`src/rtl/uart_boot_loader.sv`:
```
// uart_boot_loader: owns the UART byte streams after reset, receives a length-prefixed
// program image, writes it word by word into instruction memory, acknowledges the host
// and then hands both streams to the core through a combinational pass-through.
module uart_boot_loader #(
   parameter int unsigned ADDR_WIDTH = 14,
   parameter logic [7:0]  ACK_BYTE   = 8'hAA,
   parameter logic [7:0]  ERR_BYTE   = 8'hEE
) (
   input  logic                  clk,
   input  logic                  reset,
   output logic                  core_reset_o,
   output logic                  loading_o,
   output logic                  error_o,
   output logic                  imem_we_o,
   output logic [ADDR_WIDTH-1:0] imem_addr_o,
   output logic [31:0]           imem_wdata_o,
   output logic                  ctl_out_valid_o,
   input  logic [7:0]            ctl_out_data_i,
   input  logic                  ctl_out_ready_i,
   output logic                  ctl_in_valid_o,
   output logic [7:0]            ctl_in_data_o,
   input  logic                  ctl_in_ready_i,
   input  logic                  core_out_valid_i,
   output logic [7:0]            core_out_data_o,
   output logic                  core_out_ready_o,
   input  logic                  core_in_valid_i,
   input  logic [7:0]            core_in_data_i,
   output logic                  core_in_ready_o
);

   // One extra bit so a count of exactly 2**32-1 still compares correctly.
   localparam logic [32:0] Capacity = 33'd1 << ADDR_WIDTH;

   typedef enum logic [2:0] {
      StLen,
      StData,
      StSendAck,
      StSendErr,
      StRun,
      StHalt
   } state_e;

   state_e                state_q, state_d;
   logic [1:0]            byte_cnt_q, byte_cnt_d;
   logic [31:0]           count_q, count_d;
   logic [31:0]           remaining_q, remaining_d;
   logic [31:0]           word_q, word_d;
   logic [ADDR_WIDTH-1:0] addr_q, addr_d;
   logic                  error_q, error_d;
   logic                  we_q, we_d;
   logic [ADDR_WIDTH-1:0] waddr_q, waddr_d;
   logic [31:0]           wdata_q, wdata_d;

   // Little-endian assembly: each new byte enters at the top and older bytes shift down.
   logic [31:0] count_full;
   logic [31:0] word_full;
   assign count_full = {ctl_out_data_i, count_q[31:8]};
   assign word_full  = {ctl_out_data_i, word_q[31:8]};

   // State and datapath registers, synchronous active-high reset.
   always_ff @(posedge clk) begin
      if (reset) begin
         state_q     <= StLen;
         byte_cnt_q  <= 2'd0;
         count_q     <= 32'd0;
         remaining_q <= 32'd0;
         word_q      <= 32'd0;
         addr_q      <= '0;
         error_q     <= 1'b0;
         we_q        <= 1'b0;
         waddr_q     <= '0;
         wdata_q     <= 32'd0;
      end else begin
         state_q     <= state_d;
         byte_cnt_q  <= byte_cnt_d;
         count_q     <= count_d;
         remaining_q <= remaining_d;
         word_q      <= word_d;
         addr_q      <= addr_d;
         error_q     <= error_d;
         we_q        <= we_d;
         waddr_q     <= waddr_d;
         wdata_q     <= wdata_d;
      end
   end

   // Next-state logic: length capture, word assembly and the write strobe.
   always_comb begin
      state_d     = state_q;
      byte_cnt_d  = byte_cnt_q;
      count_d     = count_q;
      remaining_d = remaining_q;
      word_d      = word_q;
      addr_d      = addr_q;
      error_d     = error_q;
      we_d        = 1'b0;
      waddr_d     = waddr_q;
      wdata_d     = wdata_q;
      unique case (state_q)
         StLen: begin
            if (ctl_out_ready_i) begin
               count_d    = count_full;
               byte_cnt_d = byte_cnt_q + 2'd1;
               if (byte_cnt_q == 2'd3) begin
                  if (count_full == 32'd0) begin
                     state_d = StSendAck;
                  end else if ({1'b0, count_full} > Capacity) begin
                     state_d = StSendErr;
                     error_d = 1'b1;
                  end else begin
                     state_d     = StData;
                     remaining_d = count_full;
                     addr_d      = '0;
                  end
               end
            end
         end
         StData: begin
            if (ctl_out_ready_i) begin
               word_d     = word_full;
               byte_cnt_d = byte_cnt_q + 2'd1;
               if (byte_cnt_q == 2'd3) begin
                  we_d        = 1'b1;
                  waddr_d     = addr_q;
                  wdata_d     = word_full;
                  remaining_d = remaining_q - 32'd1;
                  // Hold the address on the last word so a full image never wraps it.
                  if (remaining_q == 32'd1) begin
                     state_d = StSendAck;
                  end else begin
                     addr_d = addr_q + 1'b1;
                  end
               end
            end
         end
         StSendAck: begin
            if (ctl_in_ready_i) state_d = StRun;
         end
         StSendErr: begin
            if (ctl_in_ready_i) state_d = StHalt;
         end
         StRun, StHalt: begin
         end
         default: state_d = StLen;
      endcase
   end

   // Stream ownership: loader handshakes outside RUN, straight wires to the core in RUN.
   always_comb begin
      ctl_out_valid_o  = 1'b0;
      ctl_in_valid_o   = 1'b0;
      ctl_in_data_o    = 8'd0;
      core_out_data_o  = 8'd0;
      core_out_ready_o = 1'b0;
      core_in_ready_o  = 1'b0;
      if (!reset) begin
         unique case (state_q)
            StLen, StData: ctl_out_valid_o = 1'b1;
            StSendAck: begin
               ctl_in_valid_o = 1'b1;
               ctl_in_data_o  = ACK_BYTE;
            end
            StSendErr: begin
               ctl_in_valid_o = 1'b1;
               ctl_in_data_o  = ERR_BYTE;
            end
            StRun: begin
               ctl_out_valid_o  = core_out_valid_i;
               core_out_data_o  = ctl_out_data_i;
               core_out_ready_o = ctl_out_ready_i;
               ctl_in_valid_o   = core_in_valid_i;
               ctl_in_data_o    = core_in_data_i;
               core_in_ready_o  = ctl_in_ready_i;
            end
            default: begin
            end
         endcase
      end
   end

   assign core_reset_o = (state_q != StRun);
   assign loading_o    = (state_q != StRun);
   assign error_o      = error_q;
   assign imem_we_o    = we_q;
   assign imem_addr_o  = waddr_q;
   assign imem_wdata_o = wdata_q;

endmodule

```
`config.mk`:
```
export PLATFORM = sky130hd
export DESIGN_NAME = uart_boot_loader
export DESIGN_NICKNAME = d
export VERILOG_FILES = /design/src/rtl/uart_boot_loader.sv
export SDC_FILE = /design/constraint.sdc
export NUM_CORES = 1
export LEC_CHECK = 0
export CAP_MARGIN = 0
export CORE_MARGIN = 2
export CORE_UTILIZATION = 40
export CTS_BUF_LIST = sky130_fd_sc_hd__clkbuf_16
export DETAILED_ROUTE_END_ITERATION = 12
export SETUP_SLACK_MARGIN = 0.3
export SYNTH_ARGS = -nofsm -noshare
export SYNTH_HDL_FRONTEND = slang
export SYNTH_SLANG_ARGS = --single-unit
```
`constraint.sdc`:
```
create_clock -name clk -period 5.54 [get_ports clk]
set_input_delay 0.831 -clock clk [delete_from_list [all_inputs] [get_ports clk]]
set_output_delay 0.831 -clock clk [all_outputs]
set_load 0.03 [all_outputs]
```
==> results by group, run 1 <==
Run status
  • Outcome: completed

CTS
  • Root buffer cell: clkbuf_16
  • CTS tree: yes
  • Post-CTS sizing: 0
  • CTS hold repair buffers: 0
  • Worst-Skew Late Latency: 0.43 ns
  • CTS Buffer Depth: 2
  • H-tree levels: 4
  • Sink Count: 147
  • Setup bufs post-CTS: 0
  • Total CTS buffers: 17
  • CTS clock-pin slew for the worst setup and hold paths: 0.07 ns

Final layout
  • Fill cell total of the finished layout: 1653
  • Share of cells above drive strength 1: 0.06270
  • Final Net Count: 954
  • Register area: 2943 sq um
  • Area of the multi-input gates: 3488 sq um
  • Most frequent cells in the layout: 242 x nand2_1, 147 x dfxtp_1, 131 x a21oi_1
  • Post-route design area: a little over 8000 sq um
  • Area grow syn2layout: 23.40%
  • Diodes inserted: 0
  • Finished Layout Cells: about 1.2k
  • Most common cell after layout, fill and taps aside: nand2_1

Die
  • Chip width: 133.6 microns
  • Die Span Y: between 100 and 150 microns
  • Initial Util: 0.4068
  • Die area: 17860 sq um
  • Row count: 47
  • # IOs: 92
  • Core ar.: 16520 sq um

Detailed routing
  • Post-route ant nets: 0
  • Post-Route WL: 20.03 mm
  • Via Count: 6483
  • Via/cell ratio: 5.584
  • Initial drt markers: 461
  • WL/cell: 17.25 microns
  • First-pass detailed-route iteration total: 6
  • Drt drc: 0

Critical path
  • R2r worst-path depth: 7
  • Critical Path AT: 2.61 ns
  • R2r setup slk: 2.31 ns
  • Critical path peak fanout: 20
  • Reg2reg start: state_q[0]
  • Required @ worst endpoint: 4.71 ns
  • Setup CP Type: register to output port
  • CP startpoint kind: register
  • Reg2Reg Capture Point: remaining_q[29]
  • CP endpoint kind: output port

Min path
  • Hold depth: 2
  • Worst hold path type: register to register
  • Worst Hold Launch: word_q[8]
  • Hold EP: imem_wdata_o[0]

Timing
  • Post-layout min period: between 3 and 4 ns
  • Hold WS: around 0.45 ns
  • RSZ-0062 raised after global routing: no
  • Setup TNS Final: 0 ns
  • Final Max Slew Viols: 0
  • Worst-margin pin slew: about 1.0 ns
  • # setup viols final: 0
  • Post-route clock period utilization: 0.6213
  • Max_slew headroom: 0.3002
  • Final hold vios: 0
  • Fmax: 290.6 MHz
  • Fin Clk Skew: 0.01253 ns

Synthesis
  • Distinct cell type count of the synthesized netlist: 70
  • Fraction of registers with async set/reset: 0
  • Post-synth top flop: dfxtp_1
  • Post-Syn Area: about 6700 sq um
  • Average size of a mapped cell: around 7.7 sq um
  • EDFF count, synth: 0
  • Register area share after synthesis: 0.4378
  • Syn Nets: 903
  • Synth top area cells: dfxtp_1 44%, nand2_1 14%, a21oi_1 9.8%, clkbuf_1 3.4%, nor2_1 2.2%
  • Warnings from Yosys: 0
  • Leading area contributor after synthesis: dfxtp_1
  • Post-synthesis cell count: roughly 900
  • Area fraction of the dominant cell type after synthesis: 0.4378
  • Number of synthesized register bits: 147

GRT
  • Initial antenna violation count: 0
  • Tot GR Track Use: 0.2244
  • Gr ovfl total: 0
  • Pin count of the biggest net entering global routing: 93
  • Vias in the first global route: just over 6k
  • First-pass GRT wire length: approximately 32 mm

Job
  • Max Cap Viol: 0

Pwr
  • Power Density: 289.3 nW/um^2
  • Total power draw: 2400 uW
  • Leakage power: 0.002867 uW
  • Max VDD drop: 0.2208 mV

Placement
  • GPL Wtd Cong: 0.8892
  • DP HPWL: 12.93 mm
  • Placed inst area: 7720 sq um
  • Placed insts: 1129
  • Number of port buffers: between 90 and 100
-- stage by stage --
stage          worst slack (ns)    util
2_1_floorplan             2.702       -
4_1_cts                   2.088  0.5019
5_1_grt                   1.916  0.5019
3_3_place_gp              1.849  0.4672
3_5_place_dp              1.792  0.4672
6_report                  2.098  0.5019
-- worst max-delay path by stage --
stage                                from  slack, ns          endpoint
final                          state_q[0]       2.10  ctl_in_data_o[6]
after global routing           state_q[0]       1.92  ctl_in_data_o[2]
after CTS                      state_q[0]       2.09  ctl_in_data_o[2]
after detailed placement  ctl_out_ready_i       1.79   remaining_q[10]
after global placement    ctl_out_ready_i       1.85   remaining_q[12]
after floorplan                     reset       2.70   ctl_out_valid_o
-- flip-flops by register name, summed over array words and instances, names as in the netlist --
signal,count
word_q,24
error_o,1
byte_cnt_q,2
addr_q,14
imem_we_o,1
count_q,24
imem_addr_o,14
imem_wdata_o,32
remaining_q,32
state_q,3
-- area by class of cell --
| class | count | area share |
|---|---|---|
| inverters | 10 | 0.004526 |
| repair buffers | 100 | 0.1177 |
| multi-input cells | 652 | 0.4206 |
| clock buffers | 17 | 0.05129 |
| clock inverters | 15 | 0.01795 |
| well taps | 220 | 0.03319 |
| flip-flops and latches | 147 | 0.3548 |
-- critical path: stages (launching register included) --
cell and delay (ns):
dfxtp_1 0.48, nor2_1 0.15, and2_1 0.58, nand2_1 0.11
a21oi_1 0.17, clkdlybuf4s50_1 0.69
-- metal layers --
metal	up-vias	wire length [microns]	GRT usage	share of wire
met2	173	9184	0.3540	0.46
li1	3203	-	-	-
met1	3086	9486	0.3054	0.47
met4	0	316	0.06619	0.016
met3	21	1044	0.05479	0.052
met5	-	0	0	0
-- cells in the mapped netlist, types with 3 or more instances --
master and n:
o31ai_1 12, nand2_1 242, nor2_1 39, inv_1 10, ha_1 4, o31a_1 7
nor3b_1 3, mux2i_1 3, a31oi_1 7, a21oi_1 131, or3_1 6, nand3_1 16
o32ai_1 10, o21ai_0 26, and3_1 14, o41ai_1 3, or4_1 7, o211ai_1 5
clkbuf_1 60, o21a_1 4, or4_4 3, nor4_1 12, and2_1 3, buf_1 3
nand4_1 8, nor2b_1 3, dfxtp_1 147, nor3_1 17, a211oi_1 3, a22o_1 3
nand2b_1 4, a22oi_1 8
-- power by group --
group          leakage (uW)  internal, uW  switching [uW]  total, uW
Clock              0.000284           633             506       1140
Combinational       0.00140          58.1             117        175
Sequential          0.00119          1070            16.6       1090
Total               0.00287          1760             640       2400
-- kinds of logic after synthesis --
logic type,Yosys count,share of synthesized area
multiplexers,4,0.006143
AO/OA/AOI/OAI,246,0.2252
flip-flops,147,0.4378
buffers and inverters,78,0.04579
AND/OR/NAND/NOR,395,0.2736
adder cells (fa/ha/maj),4,0.007446
XOR/XNOR,3,0.003910
Note: power is estimated with default switching activity, not from simulation.
==> run 2: changes to the inputs <==
==> constraint.sdc (replaced) <==
create_clock -name clk -period 3.4 [get_ports clk]
set_input_delay 0.51 -clock clk [delete_from_list [all_inputs] [get_ports clk]]
set_output_delay 0.51 -clock clk [all_outputs]
set_load 0.03 [all_outputs]
==> run 2 against run 1 <==
Against the previous run: clock power rose by 71%; via count up 0.86%; combinational power grew 73%; total power increased by 67%; global-route usage decreased by 0.18 points; worst hold slack got worse by 0.033 ns; sequential power is 62% higher; final cell count is 1.5% higher; utilization up 1.0 points; sequential share of layout area shrank 0.69 points; clock-buffer cell count unchanged; critical path type unchanged; critical endpoint is now ctl_in_data_o[2]; largest power group unchanged.
==> results by group, run 2 (synthesis results as in run 1) <==
Pwr
  • Power Density: 474.7 nW/um^2
  • Total power draw: 4016 uW
  • Max VDD drop: 0.3886 mV
  • Leakage power: between 0.002 and 0.003 uW

Placement
  • Placed insts: 1146
  • GPL Wtd Cong: between 0.8 and 0.9
  • Placed inst area: 7848 sq um
  • Worst slack at placement: 0.3318 ns
  • Number of port buffers: 91
  • DP HPWL: about 13 mm

GRT
  • Tot GR Track Use: 0.2226
  • Gr ovfl total: 0
  • Pin count of the biggest net entering global routing: 66
  • First-pass GRT wire length: 31.65 mm
  • Vias in the first global route: 5855
  • Initial antenna violation count: 0

Critical path
  • Critical Path AT: 2.41 ns
  • Setup CP Type: register to output port
  • CP endpoint kind: output port
  • Critical path peak fanout: 20
  • Required @ worst endpoint: 2.89 ns
  • CP startpoint kind: register

CTS
  • H-tree levels: 4
  • Total CTS buffers: 17
  • Root buffer cell: clkbuf_16
  • Sink Count: 147
  • Worst-Skew Late Latency: 0.43 ns
  • CTS clock-pin slew for the worst setup and hold paths: 0.07 ns
  • CTS hold repair buffers: 0
  • CTS tree: yes
  • CTS Buffer Depth: 2

Run status
  • Outcome: completed

Timing
  • Setup TNS Final: 0 ns
  • RSZ-0062 raised after global routing: no
  • Post-layout min period: 2.920 ns
  • Crit path setup slack, layout: 0.4799 ns
  • # setup viols final: 0
  • Fin Clk Skew: 0.008615 ns
  • Post-route clock period utilization: 0.8589
  • Fmax: 342.5 MHz
  • Max_slew headroom: 0.4245
  • Worst-margin pin slew: 0.8601 ns
  • Final Max Slew Viols: 0
  • Final hold vios: 0

Die
  • Chip width: 133.6 microns
  • Row count: 47
  • Die Span Y: 133.6 microns
  • Initial Util: 0.4068
  • Core ar.: approximately 17000 sq um
  • Die area: approximately 18000 sq um
  • # IOs: 92

Detailed routing
  • WL/cell: 17.03 microns
  • Via/cell ratio: about 5.6
  • Initial drt markers: 408
  • Post-route ant nets: 0
  • Post-Route WL: 20.06 mm
  • Via Count: 6539
  • First-pass detailed-route iteration total: 5
  • Drt drc: 0

Final layout
  • Register area: slightly below 3000 sq um
  • Share of cells above drive strength 1: 0.08246
  • Finished Layout Cells: 1178
  • Final Net Count: 971
  • Most frequent cells in the layout: 242 x nand2_1, 147 x dfxtp_1, 131 x a21oi_1
  • Most common cell after layout, fill and taps aside: nand2_1
  • Area grow syn2layout: 25.86%
  • Post-route design area: 8459 sq um
  • Area of the multi-input gates: 3492 sq um
  • Diodes inserted: 0
  • Fill cell total of the finished layout: 1633

Min path
  • Worst hold path type: input port to register

Job
  • Max Cap Viol: 0
## run 2: cell count changes in the layout (fill, tap and decap cells not counted), sizes merged
| cell | previous run | this run |
|---|---|---|
| inv | 19 | 13 |
| buf | 10 | 27 |
| bufinv | 1 | 3 |
| clkinvlp | 1 | 3 |
| clkinv | 4 | 6 |
## run 2: worst paths after layout
| check | slack, ns | to | start | cells past startpoint |
|---|---|---|---|---|
| worst max-delay path | 0.48 | ctl_in_data_o[2] | state_q[2] | 4 |
| worst min-delay path | 0.42 | imem_addr_o[13] | reset | 2 |
| worst max register to register | 0.68 | remaining_q[8] | count_q[8] | 6 |
| worst min register to register | 0.45 | imem_wdata_o[14] | imem_wdata_o[14] | 2 |
## run 2: power breakdown
group | switching, uW | internal [uW] | total [uW]
registers | 25.8 | 1740 | 1770
logic | 198 | 105 | 302
clock network | 787 | 1160 | 1950
## run 2: layout make-up
type	count	area share
sequential	147	0.3479
clock buffer	17	0.05029
clock inverter	15	0.02159
multi-input combinational	652	0.4128
inverter	10	0.004437
timing repair buffer	117	0.1305
tap	220	0.03254
## run 2: routing by layer
| layer | track usage | vias to the layer above | share of wire |
|---|---|---|---|
| li1 | - | 3237 | - |
| met3 | 0.04947 | 18 | 0.052 |
| met2 | 0.3425 | 168 | 0.45 |
| met4 | 0.05674 | 0 | 0.012 |
| met5 | 0 | - | 0 |
| met1 | 0.3166 | 3116 | 0.49 |
## run 2: what timing repair did
| action | in CTS | in global routing |
|---|---|---|
| setup buffers | 0 | 0 |
| endpoints found under the setup margin | 8 | 2 |
| hold endpoints to repair | 0 | 0 |
| resized for setup | 1 | 1 |
| pin swaps | 0 | 0 |
## run 2: critical path, cell delays in order (launching register included)
cell,delay [ns]
dfxtp_1,0.57
and2_2,0.48
nand2_1,0.10
a21oi_1,0.15
clkdlybuf4s50_1,0.69
## run 2: through the flow
stage / util / hold slack [ns]
floorplan: - / 0.4322
global placement: 0.4749 / 0.4417
detailed placement: 0.4749 / 0.4461
CTS: 0.5118 / 0.4108
global route: 0.5119 / 0.4379
finish: 0.5119 / 0.4160
